===== src/rtl/stream_rr_arbiter.sv =====
// Round-robin, packet-locking arbiter: NIN valid/ready/last streams share one registered output stage.
// The grant is held from the first beat until the owner's last beat is accepted.
module stream_rr_arbiter #(
  parameter int NIN          = 4,
  parameter int DW           = 8,
  parameter bit OPT_LOWPOWER = 1'b0
) (
  input  logic              i_clk,
  input  logic              i_reset_n,
  input  logic [NIN-1:0]    i_valid,
  output logic [NIN-1:0]    o_ready,
  input  logic [NIN*DW-1:0] i_data,
  input  logic [NIN-1:0]    i_last,
  output logic              o_valid,
  input  logic              i_ready,
  output logic [DW-1:0]     o_data,
  output logic              o_last,
  output logic [NIN-1:0]    o_grant,
  output logic              o_busy
);

  localparam int IW = (NIN > 1) ? $clog2(NIN) : 1;

  typedef enum logic {
    IDLE   = 1'b0,
    LOCKED = 1'b1
  } state_t;

  state_t          state_q, state_d;
  logic [IW-1:0]   prio_q, prio_d;
  logic [IW-1:0]   owner_q, owner_d;
  logic [NIN-1:0]  grant_q, grant_d;
  logic            valid_q, valid_d;
  logic [DW-1:0]   data_q, data_d;
  logic            last_q, last_d;

  logic            out_free_s;
  logic            accept_s;
  logic [IW-1:0]   pick_s;
  logic            pick_ok_s;
  logic [IW-1:0]   idx_s;

  assign out_free_s = !valid_q || i_ready;
  assign accept_s   = (state_q == LOCKED) && i_valid[owner_q] && out_free_s;

  // Walk from farthest to nearest after prio_q so the nearest requester wins the last write.
  always_comb begin
    pick_s    = prio_q;
    pick_ok_s = 1'b0;
    idx_s     = '0;
    for (int i = NIN; i >= 1; i--) begin
      idx_s = IW'((int'(prio_q) + i) % NIN);
      if (i_valid[idx_s]) begin
        pick_s    = idx_s;
        pick_ok_s = 1'b1;
      end else begin
        pick_ok_s = pick_ok_s;
      end
    end
  end

  // Only the owner sees ready, and only when the output register can take a beat.
  always_comb begin
    if ((state_q == LOCKED) && out_free_s) begin
      o_ready = grant_q;
    end else begin
      o_ready = '0;
    end
  end

  // Next-state: arbitration in IDLE, beat transfer and release in LOCKED, output pop.
  always_comb begin
    state_d = state_q;
    prio_d  = prio_q;
    owner_d = owner_q;
    grant_d = grant_q;
    valid_d = valid_q;
    data_d  = data_q;
    last_d  = last_q;

    if (valid_q && i_ready) begin
      valid_d = 1'b0;
      if (OPT_LOWPOWER) begin
        data_d = '0;
        last_d = 1'b0;
      end else begin
        data_d = data_q;
      end
    end else begin
      valid_d = valid_q;
    end

    case (state_q)
      IDLE: begin
        if (pick_ok_s) begin
          state_d = LOCKED;
          owner_d = pick_s;
          grant_d = NIN'(1'b1) << pick_s;
        end else begin
          grant_d = '0;
        end
      end
      LOCKED: begin
        if (accept_s) begin
          valid_d = 1'b1;
          data_d  = i_data[int'(owner_q)*DW +: DW];
          last_d  = i_last[owner_q];
          if (i_last[owner_q]) begin
            state_d = IDLE;
            grant_d = '0;
            prio_d  = owner_q;
          end else begin
            state_d = LOCKED;
          end
        end else begin
          state_d = LOCKED;
        end
      end
      default: begin
        state_d = IDLE;
        grant_d = '0;
      end
    endcase
  end

  // State and output registers; reset restores requester 0 as highest priority.
  always_ff @(posedge i_clk or negedge i_reset_n) begin
    if (!i_reset_n) begin
      state_q <= IDLE;
      prio_q  <= IW'(NIN - 1);
      owner_q <= '0;
      grant_q <= '0;
      valid_q <= 1'b0;
      data_q  <= '0;
      last_q  <= 1'b0;
    end else begin
      state_q <= state_d;
      prio_q  <= prio_d;
      owner_q <= owner_d;
      grant_q <= grant_d;
      valid_q <= valid_d;
      data_q  <= data_d;
      last_q  <= last_d;
    end
  end

  assign o_valid = valid_q;
  assign o_data  = data_q;
  assign o_last  = last_q;
  assign o_grant = grant_q;
  assign o_busy  = (state_q == LOCKED);

endmodule



===== config.mk =====
export PLATFORM = sky130hd
export DESIGN_NAME = stream_rr_arbiter
export DESIGN_NICKNAME = d
export VERILOG_FILES = /design/src/rtl/stream_rr_arbiter.sv
export SDC_FILE = /design/constraint.sdc
export NUM_CORES = 1
export LEC_CHECK = 0
export BUFFER_PORTS_ARGS = -buffer_cell sky130_fd_sc_hd__buf_4
export CAP_MARGIN = 20
export CELL_PAD_IN_SITES_DETAIL_PLACEMENT = 1
export CELL_PAD_IN_SITES_GLOBAL_PLACEMENT = 1
export CORE_MARGIN = 4
export CORE_UTILIZATION = 32
export DETAILED_ROUTE_END_ITERATION = 7
export PLACE_DENSITY = 0.83
export SETUP_SLACK_MARGIN = 0.4
export SLEW_MARGIN = 20
export SYNTH_ARGS = -nofsm -noshare
export SYNTH_HDL_FRONTEND = slang
export SYNTH_SLANG_ARGS = --single-unit

===== constraint.sdc =====
create_clock -name i_clk -period 1.85 [get_ports i_clk]
set_input_delay 0.37 -clock i_clk [delete_from_list [all_inputs] [get_ports i_clk]]
set_output_delay 0.37 -clock i_clk [all_outputs]
set_load 0.01 [all_outputs]

# [Word level (Yosys, flattened, before mapping)]
# Cells that the tools add are included.
[word_totals] regBits=19 inputBits=43 out_inout_bits=19 wordCells=63
[classes] n_addsub=4 magnitude_cmp=5 n_eq_ne=2 shift=2 muxes=32 n_bitwise=1 reduce_logical=10
[op_table] op="32-bit by 6-bit variable part select with 8-bit output" n=1
[op_table] op="1-bit two-way mux" n=16
[op_table] op="4-bit two-way mux" n=4
[op_table] op="2-bit by 3-bit < comparator with 1-bit output, second input constant" n=5
[op_table] op="1-bit binary-select mux with 2-bit select" n=6
[op_table] op="2-bit two-way mux" n=4
[op_table] op="4-bit one-hot mux with 2 select lines" n=1
[op_table] op="2-bit AND reduction" n=3
[op_table] op="2-bit by 1-bit adder with 2-bit output, second input constant" n=2
[op_table] op="2-bit adder, second input constant" n=2
[op_table] op="1-bit logical AND" n=4
[op_table] op="2-bit by 1-bit != test with 1-bit output, second input constant" n=2
[op_table] op="1-bit by 2-bit << shifter with 4-bit output, first input constant" n=1
[op_table] op="3-bit AND reduction" n=1
[op_table] op="1-bit one-hot mux with 2 select lines" n=1
[op_table] op="1-bit zero test" n=1
[op_table] op="1-bit logical OR" n=1
[op_table] op="1-bit NOT" n=1

# [Longest topological paths before layout]
# Gate-level depths: netlist (run 1).
[depth] ltp_word=10 mapped_depth=5 ltp_nobuf=4

# [Worst setup path after synthesis (run 1)]
# Ideal clock, no wire load.
[synth_timing] path_type="flip-flop to flip-flop" startpoint="register owner_q[0]" endpoint="register prio_q[0]" setup_ns=0.082 t_arrival_ns=1.496 required_time_ns=1.768 setup_slack_ns=0.271 stages_incl_launch_ff=5 path_buffers=1 path_cell_list="dfrtp_1 mux4_2 and4_4 buf_6 mux2_4"
[synth_via] elab_chain_len=5
[synth_lines] element="start, declared" line="31" source="logic [IW-1:0] owner_q, owner_d;"
[synth_lines] element="start signal, assigned" line="139" source="owner_q <= owner_d;"
[synth_lines] element="1-bit binary-select mux with 2-bit select" line="44" source="assign accept_s = (state_q == LOCKED) && i_valid[owner_q] && out_free_s;"
[synth_lines] element="1-bit two-way mux (implied by the code)" line="44"
[synth_lines] element="1-bit logical AND (2 in a row)" line="44"
[synth_lines] element="3-bit AND reduction (no line)"
[synth_lines] element="end signal, assigned" line="130" source="prio_q <= IW'(NIN - 1);"
[synth_lines] element="end signal, assigned" line="138" source="prio_q <= prio_d;"
[synth_lines] element="end, declared" line="30" source="logic [IW-1:0] prio_q, prio_d;"
# Parallel ways exist; a longest one is shown, timed or not. The select of a mux whose other input is x is not followed.
# A chain may end at the register's enable or synchronous reset.

# [Worst setup path after layout (run 1)]
# Same ends and word-level chain as after synthesis.

==> results of run 1 <==
stage by stage:
stage          power [W]  std cells
2_1_floorplan    0.00164         80
3_3_place_gp     0.00215        184
3_5_place_dp     0.00224        184
4_1_cts          0.00259        195
5_1_grt          0.00319        201
6_report         0.00299        201
worst min-delay path: stages:
cell and delay, ps:
buf_4 80, nand2b_4 130, buf_4 110, nand2_2 40
state kept, by name (all words and copies together) (netlist names):
name     cells
o_data       8
o_grant      4
owner_q      2
prio_q       2
o_busy       1
o_last       1
o_valid      1
placed cells by master, fill, tap and decap left out, types with 2 or more instances in the layout:
| cell | instances |
|---|---|
| nor2b_1 | 2 |
| a32o_1 | 2 |
| mux4_2 | 10 |
| dfrtp_2 | 2 |
| nand2b_1 | 2 |
| dfrtp_1 | 15 |
| o32ai_2 | 2 |
| and3_4 | 4 |
| nand2_1 | 2 |
| mux2_4 | 9 |
| clkbuf_4 | 3 |
| o21a_1 | 2 |
| a21oi_1 | 2 |
| dfstp_2 | 2 |
| buf_6 | 7 |
| buf_4 | 66 |
| o21ai_0 | 4 |
| nor2_1 | 4 |
| nand3_4 | 2 |
power by group through the flow:
stage	logic, W	clock network (W)	registers (W)
after global placement	0.00134	0	0.000816
final	0.00194	0.000200	0.000846
after global routing	0.00207	0.000236	0.000876
after detailed placement	0.00140	0	0.000836
after floorplan	0.000807	0	0.000837
after CTS	0.00155	0.000209	0.000826
path summary, 6_finish.rpt:
| path | end | cells after the start |
|---|---|---|
| max | prio_q[0]$_DFFE_PN1P_ | 3 |
| max reg2reg | prio_q[0]$_DFFE_PN1P_ | 3 |
| min in group asynchronous | o_last$_DFFE_PN0P_ | 2 |
| min reg2reg | o_last$_DFFE_PN0P_ | 1 |
| min | o_valid$_DFF_PN0_ | 4 |
| max in group asynchronous | prio_q[0]$_DFFE_PN1P_ | 2 |
cell families after synthesis:
family	count (synthesis)	share of synthesized area [%]
flops	19	44.3
mux	20	32.0
buf+inv	5	2.55
simple gates	21	11.6
compound gates	15	9.51
timing repair:
item / in CTS / in global routing
endpoints found under the hold margin: 17 / 0
pin swaps: 0 / 5
cloned: 0 / 2
setup endpoints to repair: 21 / 22
hold buffers: 1 / 0
setup buffers: 6 / 4
resized for setup: 6 / 27
cell type report:
type,instances,area share [%]
Sequential cell,19,25.6
Timing Repair Buffer,76,33.6
Clock buffer,4,1.40
Inverter,1,0.200
Multi-Input combinational cell,57,36.2
Tap cell,44,2.94
routing by layer:
metal	GRT usage, %	vias up	part of all wire (%)
li1	-	469	-
met5	0	-	0
met2	31.4	53	55
met4	7.61	0	0.73
met3	5.27	2	8.8
met1	15.6	528	36
==> impl_metrics.csv, run 1 <==
group,metric,value,unit
outcome,status,"finished clean",
detailed_routing,postRouteAntennaNets,0,
power_and_ir_drop,power.ir.vdd_worst,0.576,mV
worst_setup_path,timing.critical_path.from_type,"flip-flop",
worst_setup_path,path_buf_inv,0,
worst_setup_path,peak_fanout_along_the_critical_path,6,
global_route,grt_start_max_net_pins,20,
layout,final_layout_size_suffix_gt1_share,73.2,%
synth,synthTopCellsByArea,"dfrtp_1 (39%), mux4_2 (21%), mux2_2 (8.4%)",
clocking,cts_num_sinks,19,
synth,synth_top_area_cell,"dfrtp_1",
floorplan,chipWidth,66.1,um
synth,synth.most_common_cell,"dfrtp_1",
global_route,via_count_of_the_first_global_routing_pass,1163,
detailed_routing,dr.pass1.iters,4,
timing,finalSetupTns,0,ps
synth,synth_top_area_share,39.4,%
worst_setup_path,critical_path.top_delay_family,"multiplexers",
synth,synth_async_sr_flop_share,100,%
floorplan,fp.coreArea,3130,sq um
power_and_ir_drop,power_report.internal_total,0.00190,W
floorplan,starting_density_of_the_core,34.5,%
floorplan,design.die.area,4360,sq um
layout,multiInputGateArea,679,sq um
worst_setup_path,crit_path_start,"owner_q[0]$_DFFE_PN0P_",
place,place.detailed.hpwl,2.65,mm
timing,holdWs,471,ps
worst_setup_path,timing.critical_path.required,2070,ps
power_and_ir_drop,leakagePower,0.884,nW
power_and_ir_drop,power.combinational.fraction,65.0,%
timing,report.final.hold_viol_count,0,
timing,worst_slew_margin_rel,68.0,%
timing,timing.final.setup_violations,0,
place,placement.cell_area,1590,sq um
worst_setup_path,critical_path_arrival,1870,ps
global_route,gr-total-overflow,0,
synth,synthTopCellsByCount,"dfrtp_1 (17), mux4_2 (10), mux2_2 (8), o21ai_0 (5)",
timing,finalWorstSetupSlack,201,ps
layout,sequential_area,480,sq um
synth,yosysWarnings,0,
place,minimum_setup_slack_after_placement,86.6,ps
synth,postSynth.topFlopCell,"dfrtp_1",
power_and_ir_drop,power.sequential.fraction,28.3,%
power_and_ir_drop,clock_power_share,6.7,%
global_route,number_of_antenna_violations_at_the_first_check_in_global_routing,0,
timing,unrepaired_setup_endpoints_after_global_routing,"yes",
power_and_ir_drop,power-per-cell-area,1590,nW/um^2
timing,timing.clock.skew,0.993,ps
synth,ys_seq_elements,19,
layout,nets,201,
worst_hold_path,holdCritStartpoint,"i_ready",
place,portBuffers,61,
detailed_routing,initialDrtViolationCount,24,
detailed_routing,drc_errors,0,
layout,final_area,1870,sq um
worst_hold_path,hp-class,"in -> reg",
timing,timing.fmax,606,MHz
synth,ys_types,26,
clocking,cts_buffer_depth,2,
worst_setup_path,cp_slowest_stage_delay,600,ps
layout,post_route_utilization,59.9,%
floorplan,die_height,66.1,um
timing,maxSlewViolCount,0,
worst_setup_path,criticalPathCategory,"reg -> reg",
detailed_routing,via_count,1052,
synth,total_standard_cell_area_after_synthesis,1080,sq um
clocking,clk_tree_root_cell,"clkbuf_4",
global_route,grt_util_all_layers,16.4,%
synth,net_count_after_synthesis,123,
clocking,cts.htree.levels,1,
layout,area_delta_synth_final,73.8,%
detailed_routing,drt_wirelength,3.72,mm
worst_setup_path,worst_setup_path_end_kind,"flip-flop",
clocking,worst_setup_hold_path_clk_slew,100,ps
clocking,tritoncts.num_buffers,3,
synth,synth-seq-area-share,44.3,%
detailed_routing,drt-vias-per-instance,5.23,
layout,n_antenna_cell,0,
worst_setup_path,reg2reg_slack,200,ps
run,maxCapViolations,0,
worst_setup_path,slowest_stage,"mux4_2",
worst_setup_path,timing.critical_path.cells,"mux4_2, and4_4, mux2_4",
power_and_ir_drop,total_switching_power,0.00109,W
clocking,worstSkewPairLatency,290,ps
power_and_ir_drop,power_switching_share,36.3,%
floorplan,ios,62,
clocking,tritoncts_clock_tree,"built",
timing,final_min_period_over_clock_period,89.1,%
synth,synthesis.area_per_instance,13.5,sq um
place,gp_routability_congestion,0.767,
floorplan,rows,20,
detailed_routing,post_drt_wl_per_cell,18.5,um
timing,worst_pin_slew,475,ps
timing,min_period,1650,ps
global_route,grt_pass1_wl,5.37,mm
synth,number_of_flops_mapped_to_enable_cells_by_yosys,0,
synth,synthesis.instances,80,
layout,filler_cell_count,332,
worst_setup_path,critical_path.reg2reg.startpoint,"owner_q[0]$_DFFE_PN0P_",
Note: power is estimated with default switching activity, not from simulation.
==> run 2: changes to the inputs <==
- CORE_MARGIN: 4 -> 2
- RECOVER_POWER: unset -> 25
==> run 2 against run 1 <==
Net effect:
- register-to-register slack about the same
- utilization decreased by 5.1 points
- power decreased by 7.2%
- maximum frequency increased by 0.24%
- critical endpoint unchanged
- largest cell class unchanged
- highest routed layer unchanged
==> impl_metrics.csv, run 2 (same netlist as run 1, synthesis figures left out) <==
group,metric,value,unit
outcome,status,"finished clean",
place,place.detailed.hpwl,2.46,mm
detailed_routing,postRouteAntennaNets,0,
place,minimum_setup_slack_after_placement,131,ps
run,maxCapViolations,0,
detailed_routing,drc_errors,0,
place,dp_cells,186,
worst_setup_path,path_buf_inv,0,
timing,final_min_period_over_clock_period,88.9,%
layout,n_antenna_cell,0,
floorplan,chipWidth,62.1,um
power_and_ir_drop,power-per-cell-area,1540,nW/um^2
timing,worst_pin_slew,969,ps
power_and_ir_drop,total_power,0.00278,W
floorplan,ios,62,
detailed_routing,initialDrtViolationCount,41,
layout,area_delta_synth_final,66.8,%
global_route,gr-total-overflow,0,
timing,min_period,1650,ps
worst_setup_path,worst_setup_path_end_kind,"flip-flop",
clocking,cts.htree.levels,1,
floorplan,design.die.area,3850,sq um
worst_setup_path,critical_path.top_delay_family,"multiplexers",
place,portBuffers,61,
worst_setup_path,slowest_stage,"mux4_2",
floorplan,starting_density_of_the_core,32.8,%
global_route,via_count_of_the_first_global_routing_pass,1109,
layout,final_layout_size_suffix_gt1_share,70.8,%
layout,largest_reg_flops,8,
worst_setup_path,timing.critical_path.required,2080,ps
detailed_routing,post_drt_wl_per_cell,16.8,um
timing,maxSlewViolCount,0,
timing,timing.fmax,608,MHz
timing,unrepaired_setup_endpoints_after_global_routing,"yes",
worst_setup_path,timing.critical_path.cells,"mux4_2, and4_4, mux2_4",
floorplan,rows,21,
layout,mostFrequentLayoutCells,"buf_4 (65), dfrtp_1 (16), mux4_2 (10), mux2_2 (6), o21ai_0 (5)",
clocking,tritoncts.num_buffers,3,
clocking,worstSkewPairLatency,300,ps
timing,finalSetupTns,0,ps
global_route,grt_pass1_wl,4.84,mm
layout,final_cell_count_no_fill,200,
timing,worst_slew_margin_rel,35.4,%
timing,finalWorstSetupSlack,205,ps
clocking,worst_setup_hold_path_clk_slew,100,ps
timing,report.final.hold_viol_count,0,
worst_setup_path,timing.critical_path.from_type,"flip-flop",
layout,nets,198,
detailed_routing,drt_wirelength,3.35,mm
timing,timing.clock.skew,3.15,ps
detailed_routing,via_count,1023,
global_route,grt_start_max_net_pins,20,
worst_setup_path,criticalPathCategory,"reg -> reg",
clocking,cts_buffer_depth,2,
timing,timing.final.setup_violations,0,
place,gp_routability_congestion,0.751,
layout,post_route_utilization,54.8,%
clocking,tritoncts_clock_tree,"built",
layout,most_common_cell_after_layout_fill_and_taps_aside,"buf_4",
power_and_ir_drop,leakagePower,0.834,nW
worst_setup_path,critical_path_arrival,1880,ps
clocking,cts_num_sinks,19,
detailed_routing,dr.pass1.iters,4,
floorplan,fp.coreArea,3280,sq um
worst_setup_path,peak_fanout_along_the_critical_path,5,
power_and_ir_drop,power.ir.vdd_worst,0.545,mV
detailed_routing,drt-vias-per-instance,5.12,
global_route,grt_util_all_layers,17.6,%
floorplan,die_height,62.1,um
worst_hold_path,hp-class,"reg -> reg",
clocking,clk_tree_root_cell,"clkbuf_4",
global_route,number_of_antenna_violations_at_the_first_check_in_global_routing,0,
worst_setup_path,cp_slowest_stage_delay,600,ps
==> run 2: cell types whose count changed in the layout (fill, tap and decap cells not counted), sizes merged <==
cell,change
buf,-3
==> run 2: area by class of cell <==
cell class	count	area [sq um]
clock buffers	4	26.3
fillers	359	1490
inverters	1	3.75
multi-input cells	57	646
flip-flops and latches	19	479
well taps	46	57.6
repair buffers	73	587
==> run 2: path summary, 6_finish.rpt <==
path                                   startpoint                     to  slack, ps  cells past startpoint
max                        owner_q[0]$_DFFE_PN0P_  prio_q[0]$_DFFE_PN1P_        200                      3
min                            o_last$_DFFE_PN0P_     o_last$_DFFE_PN0P_        510                      1
max reg2reg                owner_q[0]$_DFFE_PN0P_  prio_q[0]$_DFFE_PN1P_        200                      3
min reg2reg                    o_last$_DFFE_PN0P_     o_last$_DFFE_PN0P_        510                      1
max in group asynchronous               i_reset_n       o_busy$_DFF_PN0_        440                      2
min in group asynchronous               i_reset_n      o_valid$_DFF_PN0_        760                      2
==> run 2: metrics by stage <==
step           hold WS, ps  area (sq um)
3_3_place_gp           248          1590
3_5_place_dp           253          1590
2_1_floorplan         74.4          1080
4_1_cts                484          1780
5_1_grt                517          1800
6_report               512          1800
==> run 2: per-layer routing <==
metal,vias to the layer above,global-route usage [%],wire length [um]
li1,462,-,-
met1,510,20.3,1220
met2,47,33.6,1880
met3,4,3.31,233
met4,0,3.65,20
met5,-,0,0
==> run 2: power breakdown <==
group | total, W | internal (W) | switching, W
clock network | 0.000205 | 0.0000841 | 0.000121
logic | 0.00175 | 0.00105 | 0.000709
registers | 0.000815 | 0.000640 | 0.000175
total | 0.00278 | 0.00177 | 0.00101
==> run 2: worst register-to-register path, stage by stage (launching register included) <==
cell,delay (ps)
dfrtp_1,400
mux4_2,600
and4_4,260
mux2_4,310
==> run 2: timing repair <==
action,4_1_cts,5_1_grt
buffers inserted,7,1
resized for setup,18,3
setup endpoints to repair,19,23
cloned,1,0
pin swaps,1,1
hold buffers,1,0
hold endpoints to repair,17,0
==> run 3: changes to the inputs <==
- CELL_PAD_IN_SITES_DETAIL_PLACEMENT: 1 -> 0
==> run 3 against run 2 <==
Net effect:
- final cell count unchanged
- utilization down 0.11 points
- combinational power is 5% lower
- first-iteration DRC count down 4.9%
- critical path depth did not move
- sequential share of layout area is 0.13 points higher
- global-route usage down 2.6 points
- highest routed layer unchanged
==> impl_metrics.csv, run 3 (same netlist as run 1, synthesis figures left out) <==
group,metric,value,unit
outcome,status,"finished clean",
floorplan,design.die.area,3850,sq um
power_and_ir_drop,total_power,0.00269,W
power_and_ir_drop,clock_power_share,7.5,%
power_and_ir_drop,power_report.internal_total,0.00174,W
clocking,clk_tree_root_cell,"clkbuf_4",
place,gp_routability_congestion,0.751,
layout,mostFrequentLayoutCells,"buf_4 (65), dfrtp_1 (15), mux4_2 (10), mux2_2 (7)",
layout,largest_reg_flops,8,
worst_setup_path,worst_setup_path_end_kind,"flip-flop",
detailed_routing,initialDrtViolationCount,39,
timing,timing.final.setup_violations,0,
timing,timing.clock.skew,2.24,ps
layout,sequential_area,480,sq um
detailed_routing,via_count,1028,
power_and_ir_drop,power_switching_share,35.4,%
power_and_ir_drop,power-per-cell-area,1500,nW/um^2
timing,final_min_period_over_clock_period,86.6,%
clocking,tritoncts.num_buffers,3,
global_route,gr-total-overflow,0,
timing,unrepaired_setup_endpoints_after_global_routing,"yes",
timing,finalSetupTns,0,ps
floorplan,ios,62,
detailed_routing,postRouteAntennaNets,0,
layout,multiInputGateArea,649,sq um
timing,worst_pin_slew,995,ps
timing,worst_slew_margin_rel,33.7,%
timing,holdWs,372,ps
worst_setup_path,timing.critical_path.from_type,"flip-flop",
floorplan,fp.coreArea,3280,sq um
power_and_ir_drop,power.sequential.fraction,30.5,%
global_route,number_of_antenna_violations_at_the_first_check_in_global_routing,0,
floorplan,rows,21,
layout,nets,198,
detailed_routing,dr.pass1.iters,4,
floorplan,starting_density_of_the_core,32.8,%
timing,report.final.hold_viol_count,0,
place,placement.cell_area,1590,sq um
layout,n_antenna_cell,0,
clocking,cts_buffer_depth,2,
detailed_routing,drt-vias-per-instance,5.14,
floorplan,die_height,62.1,um
layout,filler_cell_count,287,
place,place.detailed.hpwl,2.11,mm
run,maxCapViolations,0,
power_and_ir_drop,power.combinational.fraction,62.0,%
power_and_ir_drop,total_switching_power,0.000954,W
clocking,cts.htree.levels,1,
power_and_ir_drop,power.ir.vdd_worst,0.542,mV
detailed_routing,drt_wirelength,2.88,mm
global_route,grt_pass1_wl,4.23,mm
worst_setup_path,critical_path_arrival,1780,ps
detailed_routing,drc_errors,0,
power_and_ir_drop,leakagePower,0.827,nW
timing,maxSlewViolCount,0,
global_route,grt_start_max_net_pins,20,
place,portBuffers,61,
worst_setup_path,timing.critical_path.required,2030,ps
layout,most_common_cell_after_layout_fill_and_taps_aside,"buf_4",
detailed_routing,post_drt_wl_per_cell,14.4,um
global_route,via_count_of_the_first_global_routing_pass,1001,
clocking,cts_num_sinks,19,
worst_setup_path,peak_fanout_along_the_critical_path,4,
clocking,worst_setup_hold_path_clk_slew,100,ps
layout,area_delta_synth_final,66.5,%
layout,final_area,1800,sq um
floorplan,chipWidth,62.1,um
worst_hold_path,hp-class,"in -> reg",
clocking,tritoncts_clock_tree,"built",
global_route,grt_util_all_layers,15.0,%
layout,final_layout_size_suffix_gt1_share,72.1,%
timing,timing.fmax,624,MHz
timing,min_period,1600,ps
worst_setup_path,criticalPathCategory,"reg -> reg",
clocking,worstSkewPairLatency,290,ps
-- run 3: cell types whose count changed in the layout (fill, tap and decap cells not counted) --
| cell | previous run | this run |
|---|---|---|
| dfrtp_1 | 16 | 15 |
| o32ai_1 | 1 | 0 |
| buf_12 | 2 | 1 |
| mux2_2 | 6 | 7 |
| mux2_4 | 4 | 3 |
| dfrtp_2 | 1 | 2 |
| buf_6 | 4 | 5 |
| o32ai_2 | 1 | 2 |
-- run 3: path summary, 6_finish.rpt --
check / start / endpoint / slack, ps / cells after the start
max: owner_q[0]$_DFFE_PN0P_ / o_data[0]$_DFFE_PN0P_ / 250 / 3
min: i_ready / o_valid$_DFF_PN0_ / 370 / 3
max reg2reg: owner_q[0]$_DFFE_PN0P_ / o_data[0]$_DFFE_PN0P_ / 250 / 3
min reg2reg: o_data[5]$_DFFE_PN0P_ / o_data[5]$_DFFE_PN0P_ / 520 / 1
max in group asynchronous: i_reset_n / owner_q[0]$_DFFE_PN0P_ / 430 / 2
min in group asynchronous: i_reset_n / o_valid$_DFF_PN0_ / 750 / 2
-- run 3: worst max-delay path: stages (launching register included) --
cell     delay [ps]
dfrtp_2         430
mux4_2          590
nand3_2         140
mux2_2          340
-- run 3: power groups by stage --
stage          registers [W]  clock network (W)  logic, W
6_report            0.000823           0.000201   0.00167
5_1_grt             0.000848           0.000218   0.00180
4_1_cts             0.000820           0.000208   0.00157
3_5_place_dp        0.000819                  0   0.00136
3_3_place_gp        0.000810                  0   0.00134
2_1_floorplan       0.000837                  0  0.000807
-- run 3: through the flow --
step           util [%]  cells  worst slack (ps)
6_report           54.7    200               248
2_1_floorplan         -     80               271
3_5_place_dp       48.5    186               139
3_3_place_gp       48.5    186               155
4_1_cts            53.1    196               232
5_1_grt            54.7    200               148
-- run 3: metal layers --
| layer | part of all wire [%] | GRT usage [%] | vias to the layer above | routed length (um) |
|---|---|---|---|---|
| met5 | 0 | 0 | - | 0 |
| met4 | 0.83 | 3.65 | 0 | 24 |
| met3 | 8.8 | 2.69 | 4 | 254 |
| met2 | 54 | 28.0 | 58 | 1550 |
| met1 | 36 | 17.7 | 504 | 1050 |
| li1 | - | - | 462 | - |
-- run 3: repair_timing --
action                                 4_1_cts  5_1_grt
hold buffers                                 1        0
setup endpoints to repair                   19       23
gates resized for setup                     15        5
buffers inserted                             5        3
pin swaps                                    1        3
cloned                                       0        1
endpoints found under the hold margin       17        0
-- run 3: layout make-up --
cell class / count / area share [%]
multi-input cells: 57 / 36.2
repair buffers: 73 / 32.2
flip-flops and latches: 19 / 26.8
well taps: 46 / 3.21
clock buffers: 4 / 1.46
inverters: 1 / 0.209
